## src/rtl/load_store_unit.sv

```systemverilog
// load_store_unit: RV32I memory-stage load/store unit.
// Captures one memory operation from execute, classifies faults, drives a
// word-addressed request/grant/response data-memory port and returns a
// registered, aligned and extended load result to the writeback mux.
module load_store_unit (
  input  logic        clk,
  input  logic        rst,
  input  logic        start,
  input  logic        we,
  input  logic [2:0]  funct3,
  input  logic [31:0] addr,
  input  logic [31:0] store_data,
  output logic        mem_req,
  output logic        mem_we,
  output logic [31:0] mem_addr,
  output logic [3:0]  mem_wstrb,
  output logic [31:0] mem_wdata,
  input  logic        mem_gnt,
  input  logic        mem_rvalid,
  input  logic [31:0] mem_rdata,
  output logic [31:0] load_data,
  output logic        busy,
  output logic        done,
  output logic        misaligned,
  output logic        illegal
);

  typedef enum logic [1:0] {
    IDLE = 2'd0,
    REQ  = 2'd1,
    WAIT = 2'd2,
    DONE = 2'd3
  } state_t;

  state_t      state_q, state_d;
  logic [2:0]  funct3_q;
  logic [1:0]  off_q;
  logic        mem_we_q;
  logic [31:0] mem_addr_q;
  logic [3:0]  mem_wstrb_q;
  logic [31:0] mem_wdata_q;
  logic [31:0] load_data_q;
  logic        misaligned_q;
  logic        illegal_q;

  logic        accept_s;
  logic        illegal_s;
  logic        misaligned_s;

  // funct3 encodings a load or store may legally use
  function automatic logic is_illegal(input logic is_store, input logic [2:0] f3);
    logic bad;
    if (is_store) begin
      bad = (f3 != 3'b000) && (f3 != 3'b001) && (f3 != 3'b010);
    end else begin
      bad = (f3 == 3'b011) || (f3 == 3'b110) || (f3 == 3'b111);
    end
    return bad;
  endfunction

  // halfword needs even address, word needs 4-byte alignment
  function automatic logic is_misaligned(input logic [2:0] f3, input logic [1:0] off);
    logic bad;
    case (f3[1:0])
      2'b01:   bad = off[0];
      2'b10:   bad = (off != 2'b00);
      default: bad = 1'b0;
    endcase
    return bad;
  endfunction

  // byte lanes written by a store
  function automatic logic [3:0] store_strb(input logic [2:0] f3, input logic [1:0] off);
    logic [3:0] s;
    case (f3)
      3'b000:  s = 4'b0001 << off;
      3'b001:  s = 4'b0011 << off;
      3'b010:  s = 4'b1111;
      default: s = 4'b0000;
    endcase
    return s;
  endfunction

  // store data replicated across every lane it may land in
  function automatic logic [31:0] store_word(input logic [2:0] f3, input logic [31:0] sd);
    logic [31:0] w;
    case (f3)
      3'b000:  w = {4{sd[7:0]}};
      3'b001:  w = {2{sd[15:0]}};
      3'b010:  w = sd;
      default: w = 32'h0000_0000;
    endcase
    return w;
  endfunction

  // shift the addressed bytes down and extend per funct3
  function automatic logic [31:0] load_fmt(input logic [2:0] f3, input logic [1:0] off,
                                           input logic [31:0] rd);
    logic [31:0] r;
    logic [31:0] v;
    r = rd >> {off, 3'b000};
    case (f3)
      3'b000:  v = {{24{r[7]}}, r[7:0]};
      3'b001:  v = {{16{r[15]}}, r[15:0]};
      3'b010:  v = rd;
      3'b100:  v = {24'h00_0000, r[7:0]};
      3'b101:  v = {16'h0000, r[15:0]};
      default: v = 32'h0000_0000;
    endcase
    return v;
  endfunction

  assign accept_s     = (state_q == IDLE) && start;
  assign illegal_s    = is_illegal(we, funct3);
  assign misaligned_s = is_misaligned(funct3, addr[1:0]);

  // state register
  always_ff @(posedge clk) begin
    if (rst) begin
      state_q <= IDLE;
    end else begin
      state_q <= state_d;
    end
  end

  // next-state logic; faults skip the memory port entirely
  always_comb begin
    state_d = state_q;
    case (state_q)
      IDLE: begin
        if (start) begin
          if (illegal_s || misaligned_s) begin
            state_d = DONE;
          end else begin
            state_d = REQ;
          end
        end else begin
          state_d = IDLE;
        end
      end
      REQ: begin
        if (mem_gnt) begin
          state_d = mem_we_q ? DONE : WAIT;
        end else begin
          state_d = REQ;
        end
      end
      WAIT: begin
        if (mem_rvalid) begin
          state_d = DONE;
        end else begin
          state_d = WAIT;
        end
      end
      DONE:    state_d = IDLE;
      default: state_d = IDLE;
    endcase
  end

  // status outputs decoded from the state register only
  always_comb begin
    mem_req = 1'b0;
    busy    = 1'b1;
    done    = 1'b0;
    case (state_q)
      IDLE:    busy = 1'b0;
      REQ:     mem_req = 1'b1;
      WAIT:    mem_req = 1'b0;
      DONE:    done = 1'b1;
      default: busy = 1'b0;
    endcase
  end

  // operation capture, request payload, fault flags and load result
  always_ff @(posedge clk) begin
    if (rst) begin
      funct3_q     <= 3'b000;
      off_q        <= 2'b00;
      mem_we_q     <= 1'b0;
      mem_addr_q   <= 32'h0000_0000;
      mem_wstrb_q  <= 4'b0000;
      mem_wdata_q  <= 32'h0000_0000;
      load_data_q  <= 32'h0000_0000;
      misaligned_q <= 1'b0;
      illegal_q    <= 1'b0;
    end else begin
      if (accept_s) begin
        funct3_q     <= funct3;
        off_q        <= addr[1:0];
        illegal_q    <= illegal_s;
        misaligned_q <= misaligned_s && !illegal_s;
        if (!illegal_s && !misaligned_s) begin
          mem_we_q    <= we;
          mem_addr_q  <= {addr[31:2], 2'b00};
          mem_wstrb_q <= we ? store_strb(funct3, addr[1:0]) : 4'b0000;
          mem_wdata_q <= we ? store_word(funct3, store_data) : 32'h0000_0000;
        end
      end
      if ((state_q == WAIT) && mem_rvalid) begin
        load_data_q <= load_fmt(funct3_q, off_q, mem_rdata);
      end
    end
  end

  assign mem_we     = mem_we_q;
  assign mem_addr   = mem_addr_q;
  assign mem_wstrb  = mem_wstrb_q;
  assign mem_wdata  = mem_wdata_q;
  assign load_data  = load_data_q;
  assign misaligned = misaligned_q;
  assign illegal    = illegal_q;

endmodule

```

## config.mk

```make
export PLATFORM = sky130hd
export DESIGN_NAME = load_store_unit
export DESIGN_NICKNAME = d
export VERILOG_FILES = /design/src/rtl/load_store_unit.sv
export SDC_FILE = /design/constraint.sdc
export NUM_CORES = 1
export LEC_CHECK = 0
export CAP_MARGIN = 20
export CORE_AREA = 2 2 118 120
export DETAILED_ROUTE_END_ITERATION = 16
export DIE_AREA = 0 0 120 122
export GPL_TIMING_DRIVEN = 0
export PLACE_DENSITY = 0.78
export SLEW_MARGIN = 40
export SYNTH_ARGS = -nofsm -noshare
export SYNTH_HDL_FRONTEND = slang
export SYNTH_SLANG_ARGS = --single-unit
export TNS_END_PERCENT = 30
```

## constraint.sdc

```tcl
create_clock -name clk -period 2 [get_ports clk]
set_input_delay 0.4 -clock clk [delete_from_list [all_inputs] [get_ports clk]]
set_output_delay 0.4 -clock clk [all_outputs]
set_load 0.01 [all_outputs]
```

==> metrics.yaml <==
grt_max_degree: 17
initial_core_util_pct: 37.69
cp.arrival_ps: 1580
worstHoldStart: "funct3[1]"
final_util_pct: 59.03
hold_end: "funct3_q[1]$_SDFFE_PP0P_"
yosysMostFrequentCell: "dfxtp_1"
layout_setup_ws_ps: 21.93
place_hpwl_um: 13350
finalSetupTns_ps: 0
cts_buffers: 9
wirelength_um: 18150
place_area_mm2: 0.007423
finClkSkew_ps: 7.470
core_mm2: 0.01350
clk_pin_slew_ps: 70
drt_pass1_iterations: 7
synth.top_cell.area_share_pct: 42.48
wire_per_inst_um: 18.88
rsz0062_at_grt: "yes"
clk_latency_ps: 340
ys_seq_area_share_pct: 42.48
r2r_slack_ps: 50
synthCells: 537
die_y_um: 122
synthFlopType: "dfxtp_1"
fillerInstances: 1179
status: "finished clean"
r2r_start: "off_q[1]$_SDFFE_PP0P_"
vias_per_cell: 5.643
synth_edf_count: 0
finalHoldViolations: 0
min_path_cells: 3
ant_nets: 0
drc: 0
synthToLayoutAreaGrowth_pct: 56.61
h-tree-depth: 3
rows: 43
pwr_density_cell_mw_per_mm2: 676.1
cts_hold_buf: 0
period_needed_ps: 1978
path_cells: "nor2b_1, clkdlybuf4s50_1"
grt_pass1_vias: 5397
slowest_delay_ps: 600
cts-root-buf: "clkbuf_16"
worstPathRequired_ps: 1600
drtIter0Drc: 417
ir_drop_mv: 0.3349
clock-sinks: 108
r2r-end: "load_data[26]$_SDFFE_PP0P_"
cp-start-kind: "flip-flop"
placedCellCount: 925
leakage_nw: 2.864
cts_tree: "done"
final.period_utilization_pct: 98.90
setup_viol: 0
power.total_mw: 5.389
yosys_warnings: 0
netlist_area_mm2: 0.005090
grt-ovfl-total: 0
place_congestion: 0.8788
synthTopCellsByArea: "dfxtp_1 42%, a21oi_1 5.5%, o31ai_1 4.4%, nand3_1 3.8%, mux2i_1 3.5%"
ff2ff_path_depth: 6
ys_types: 50
vias: 5423
relSlewSlack_pct: 59.18
design_area_mm2: 0.007971
end_kind: "output port"
finalMaxSlewViolations: 0
fp.dieW_um: 120
groute.usage.overall_pct: 23.94
hold_ws_ps: 350.6
fin_nets: 884
layout-drive-gt1-share_pct: 14.23
port_buffers: 207
io_pins: 211
synth_commonest_cells: "108 x dfxtp_1, 56 x a21oi_1, 39 x nand3_1, 30 x o31ai_1, 26 x clkbuf_1"
syn_avg_cell_area_um2: 9.478
tightest_slew_ps: 612.4
clock.fmax_mhz: 505.5
yosysTopAreaCell: "dfxtp_1"
dieArea_mm2: 0.01464
grt_pass1_wl_um: 27790
cp_slowest_cell: "clkdlybuf4s50_1"
ys_seq_elements: 108
postSynth.asyncResetShare_pct: 0
final_cells: 961
hold_path_class: "input port to flip-flop"
worstPathMaxFanout: 7
cts_max_path_buffers: 2
place_worst_setup_slack_ps: -1018
maxCapViolCount: 0
antenna_found_initial: 2
critical_path_class: "flip-flop to output port"
[placed cells by master (no fill, tap or decap), types with 9 or more instances in the layout]
cell type        Yosys  final
a21o_1              10     10
a21oi_1             56     54
a221o_1             16     16
a22oi_1             23     23
buf_2               17     16
buf_4                5     21
buf_6                2      9
clkbuf_1            26     19
clkbuf_16            0      9
clkbuf_2             0      9
clkdlybuf4s50_1      0    201
dfxtp_1            108    106
mux2i_1             18     18
nand2_1             22     21
nand2b_1            16     15
nand3_1             39     39
nand3b_1            10     10
nor2_1              22     19
nor3_1              12     11
o21ai_0             13     13
o2bb2ai_2           10     10
o31ai_1             30     29
[power by group]
group | internal (mW) | leakage [nW] | switching, mW
Combinational | 0.663 | 1.85 | 0.686
Sequential | 2.26 | 0.876 | 0.0724
Clock | 0.916 | 0.136 | 0.796
[flip-flops by register name, indices dropped and copies added, names as in the netlist]
name        count
illegal         1
load_data      32
mem_wdata      32
mem_we          1
state_q         2
mem_wstrb       4
off_q           2
misaligned      1
mem_addr       30
funct3_q        3
[per-layer routing]
layer / vias up / track usage [%] / share of wire (%)
met5: - / 0 / 0.072
met4: 2 / 8.676 / 2.7
met3: 44 / 7.163 / 8.4
met2: 263 / 40.94 / 48
met1: 2587 / 28.47 / 41
li1: 2527 / - / -
[critical path, delay by kind of cell, from the launching register on]
family	cells	cell delay (ps)
buf+inv	1	600
flops	1	400
simple gates	1	240
[how the worst max path moves through the flow]
stage	startpoint	endpoint	depth (start not counted)
2_1_floorplan	funct3[0]	mem_wdata[2]$_SDFFE_PP0P_	9
4_1_cts	funct3[0]	mem_wdata[21]$_SDFFE_PP0P_	12
3_3_place_gp	funct3[0]	mem_wdata[10]$_SDFFE_PP0P_	7
6_report	state_q[0]$_SDFF_PP0_	mem_req	2
5_1_grt	start	mem_wdata[9]$_SDFFE_PP0P_	7
3_5_place_dp	funct3[0]	mem_wstrb[2]$_SDFFE_PP0P_	8
[cells by family after synthesis]
kind of cell / after synthesis / share of synthesized area (%)
compound gates: 202 / 29.97
simple gates: 133 / 13.69
buf+inv: 63 / 5.727
fa+ha+maj: 4 / 0.9833
mux: 26 / 7.080
other cells: 1 / 0.07368
flops: 108 / 42.48
[repair_timing]
action                                  4_1_cts  5_1_grt
setup buffers                                10        7
endpoints found under the setup margin       92       89
pin swaps                                     3        4
gates resized for setup                      29       35
cloned                                        0        2
hold endpoints to repair                      0        0
[layout make-up]
type                    count  area, um2  area share (%)
well taps                 180      225.2           2.825
inverters                   7      30.03          0.3767
flip-flops and latches    108       2165           27.15
repair buffers            226       2212           27.75
plain buffers              56      327.8           4.112
diodes                      1      2.502         0.03139
clock inverters             3      21.27          0.2668
clock buffers              13      260.3           3.265
multi-input cells         367       2728           34.22
(Power assumes the default switching activity.)
==> RTL change, RTL diff (config.mk and constraints unchanged) <==
Make the reset (`rst`) asynchronous in 2 clocked blocks.
--- a/src/rtl/load_store_unit.sv
+++ b/src/rtl/load_store_unit.sv
@@ -115,7 +115,7 @@
   assign misaligned_s = is_misaligned(funct3, addr[1:0]);
 
   // state register
-  always_ff @(posedge clk) begin
+  always_ff @(posedge clk or posedge rst) begin
     if (rst) begin
       state_q <= IDLE;
     end else begin
@@ -172,7 +172,7 @@
   end
 
   // operation capture, request payload, fault flags and load result
-  always_ff @(posedge clk) begin
+  always_ff @(posedge clk or posedge rst) begin
     if (rst) begin
       funct3_q     <= 3'b000;
       off_q        <= 2'b00;
Behaviour: differs if rst is asserted again (counterexample within 4 cycles, from zero or initial values and one cycle with rst high); with rst held inactive, the same outputs for 4 cycles.
==> RTL change against the original RTL <==
  * Sequential share of layout area grew 6.6 points
  * Synthesized area up 1.6%
  * Wire length down 7.6%
  * Worst setup slack gained 0.073 ns
  * Core utilization is 0.38 points higher
  * Sequential cell count did not move
  * Global-route usage is 0.66 points lower
  * Cell area rose by 0.64%
Power is not compared: it rests on default switching activity, and its combinational part moved more than twofold at a synthesized area within 25%.
==> RTL change: results (changes against the original RTL) <==
The flow ran to the end, and the final reports show no timing, DRC or antenna violations. The post-cts resize count is 37 (+28%). The met3 global-route usage came out at 5.38% (-1.8 points). The fraction of final layout cells sized beyond drive strength 1 is 12.4% (-1.9 points). The data arrival at the endpoint of the critical path is 2.14 ns (+0.56 ns).

The highest metal layer with signal wires is met4. Among cell families on the critical path, the largest total delay comes from buffers and inverters. The smallest hold slack is 0.392 ns (+0.0414 ns). The met1 layer usage reported by global route is 29.2% (+0.69 points). The number of input and output port buffers inserted is 208 (+0.48%). The largest net degree at the start of global routing came out at 27 (+10). In this run the worst setup path begins at mem_rdata[23].

The pre-CTS worst setup slack is -0.964 ns (+0.0548 ns). For hold timing, the worst endpoint is funct3_q[1]. The number of global-route vias before repair came to 5086 (-5.8%). The global routing met2 resource utilization is 38.5% (-2.4 points). The iteration count of the initial detailed-routing pass is 6 (-1). The multiplexer fraction of the synthesized cell area is 11.2% (+4.2 points). The largest fanout of any net on the critical path came out at 10 (+3). The distinct cell type count after synthesis is 47 (-6.0%). After synthesis, the cell types taking the most area are dfrtp_1, mux2_1, o21ai_0.

The length of routed met3 wiring came out at 1420 um (-6.6%). The final layout net count came out at 793 (-10%). The total cell area at the placement stage came out at 7600 um^2 (+2.3%). The met1 routed wirelength after detailed routing is 6610 um (-11%). The filler cell count in the final layout came to 1108 (-6.0%). The wire length on met2 is 8230 um (-5.6%). The clock skew after layout came out at 0.00574 ns (-0.00173 ns).

The post-synthesis adder-cell area fraction is 0.967% (-0.016 points). The number of antenna violations at the first check in global routing came out at 0 (-2). The share of the clock period used by the worst path after layout is 95.3% (-3.6 points).

The first-pass GRT wire length was 26600 um (-4.3%). The per-instance average area after synthesis is 11.4 um^2 (+20%). The total setup buffers inserted after CTS came out at 4 (-6). The number of antenna cells inserted is 0 (-1). The total wire length after detailed routing is 16800 um (-7.6%). By count the netlist is led by dfrtp_1, o21ai_0, nand2_1, mux2_1, o41ai_1. The most critical setup path has its endpoint at load_data[21]. The fraction of synthesis flops using an asynchronous set or reset pin is 100% (+100 points). The number of instances in the placed design came out at 848 (-8.3%). The weighted congestion reported at the end of routability-driven placement came out at 0.898 (+2.2%). The largest incremental delay on the critical path is 0.56 ns (-0.04 ns). The worst-case clock buffer depth is 2 (unchanged).

The all-layer global routing usage was 23.3% (-0.66 points). The post-detailed-placement half-perimeter wirelength is 12700 um (-4.6%). The startpoint identified for the worst register-to-register timing path is off_q[1]. The final non-filler cell total came out at 867 (-9.8%). The sequential fraction of the synthesis area is 52.2% (+9.8 points). The synthesized-area fraction occupied by ao, oa, aoi and oai cells came out at 23.4% (-6.6 points). The detailed router's first-iteration violation count was 424 (+1.7%). The CTS H-tree depth came out at 3 (unchanged). The flop-to-flop setup slack came out at 0.11 ns (+0.06 ns).

The worst slew slack as a fraction of its limit came out at 50.9% (-8.3 points). The detailed-route vias per instance came out at 5.70 (+0.97%). The cell count of the worst reg-to-reg path is 5 (-1).
==> RTL change: cell count changes after synthesis, moves of 11 or more <==
cell / unedited run / this run
dfrtp_1: 0 / 108
nand2b_1: 16 / 5
dfxtp_1: 108 / 0
nand3_1: 39 / 4
a21oi_1: 56 / 20
nand2_1: 22 / 40
nor2_1: 22 / 11
o21ai_0: 13 / 47
mux2_1: 0 / 30
o31ai_1: 30 / 8
mux2i_1: 18 / 3
o41ai_1: 0 / 25
==> RTL change: final cells by class <==
cell class | count | area, um^2 | area share, %
multi-input cells | 299 | 2310 | 28.8
clock inverters | 3 | 15.0 | 0.187
well taps | 180 | 225 | 2.81
clock buffers | 11 | 243 | 3.03
plain buffers | 40 | 238 | 2.96
inverters | 7 | 30.0 | 0.374
flip-flops and latches | 108 | 2710 | 33.7
repair buffers | 219 | 2250 | 28.1
==> RTL change: report_power, final <==
group          leakage, uW  internal (uW)  switching (uW)
Combinational      0.00179           2670            2010
Clock             0.000131            858             747
Sequential         0.00139           3060             559
Total              0.00331           6580            3320
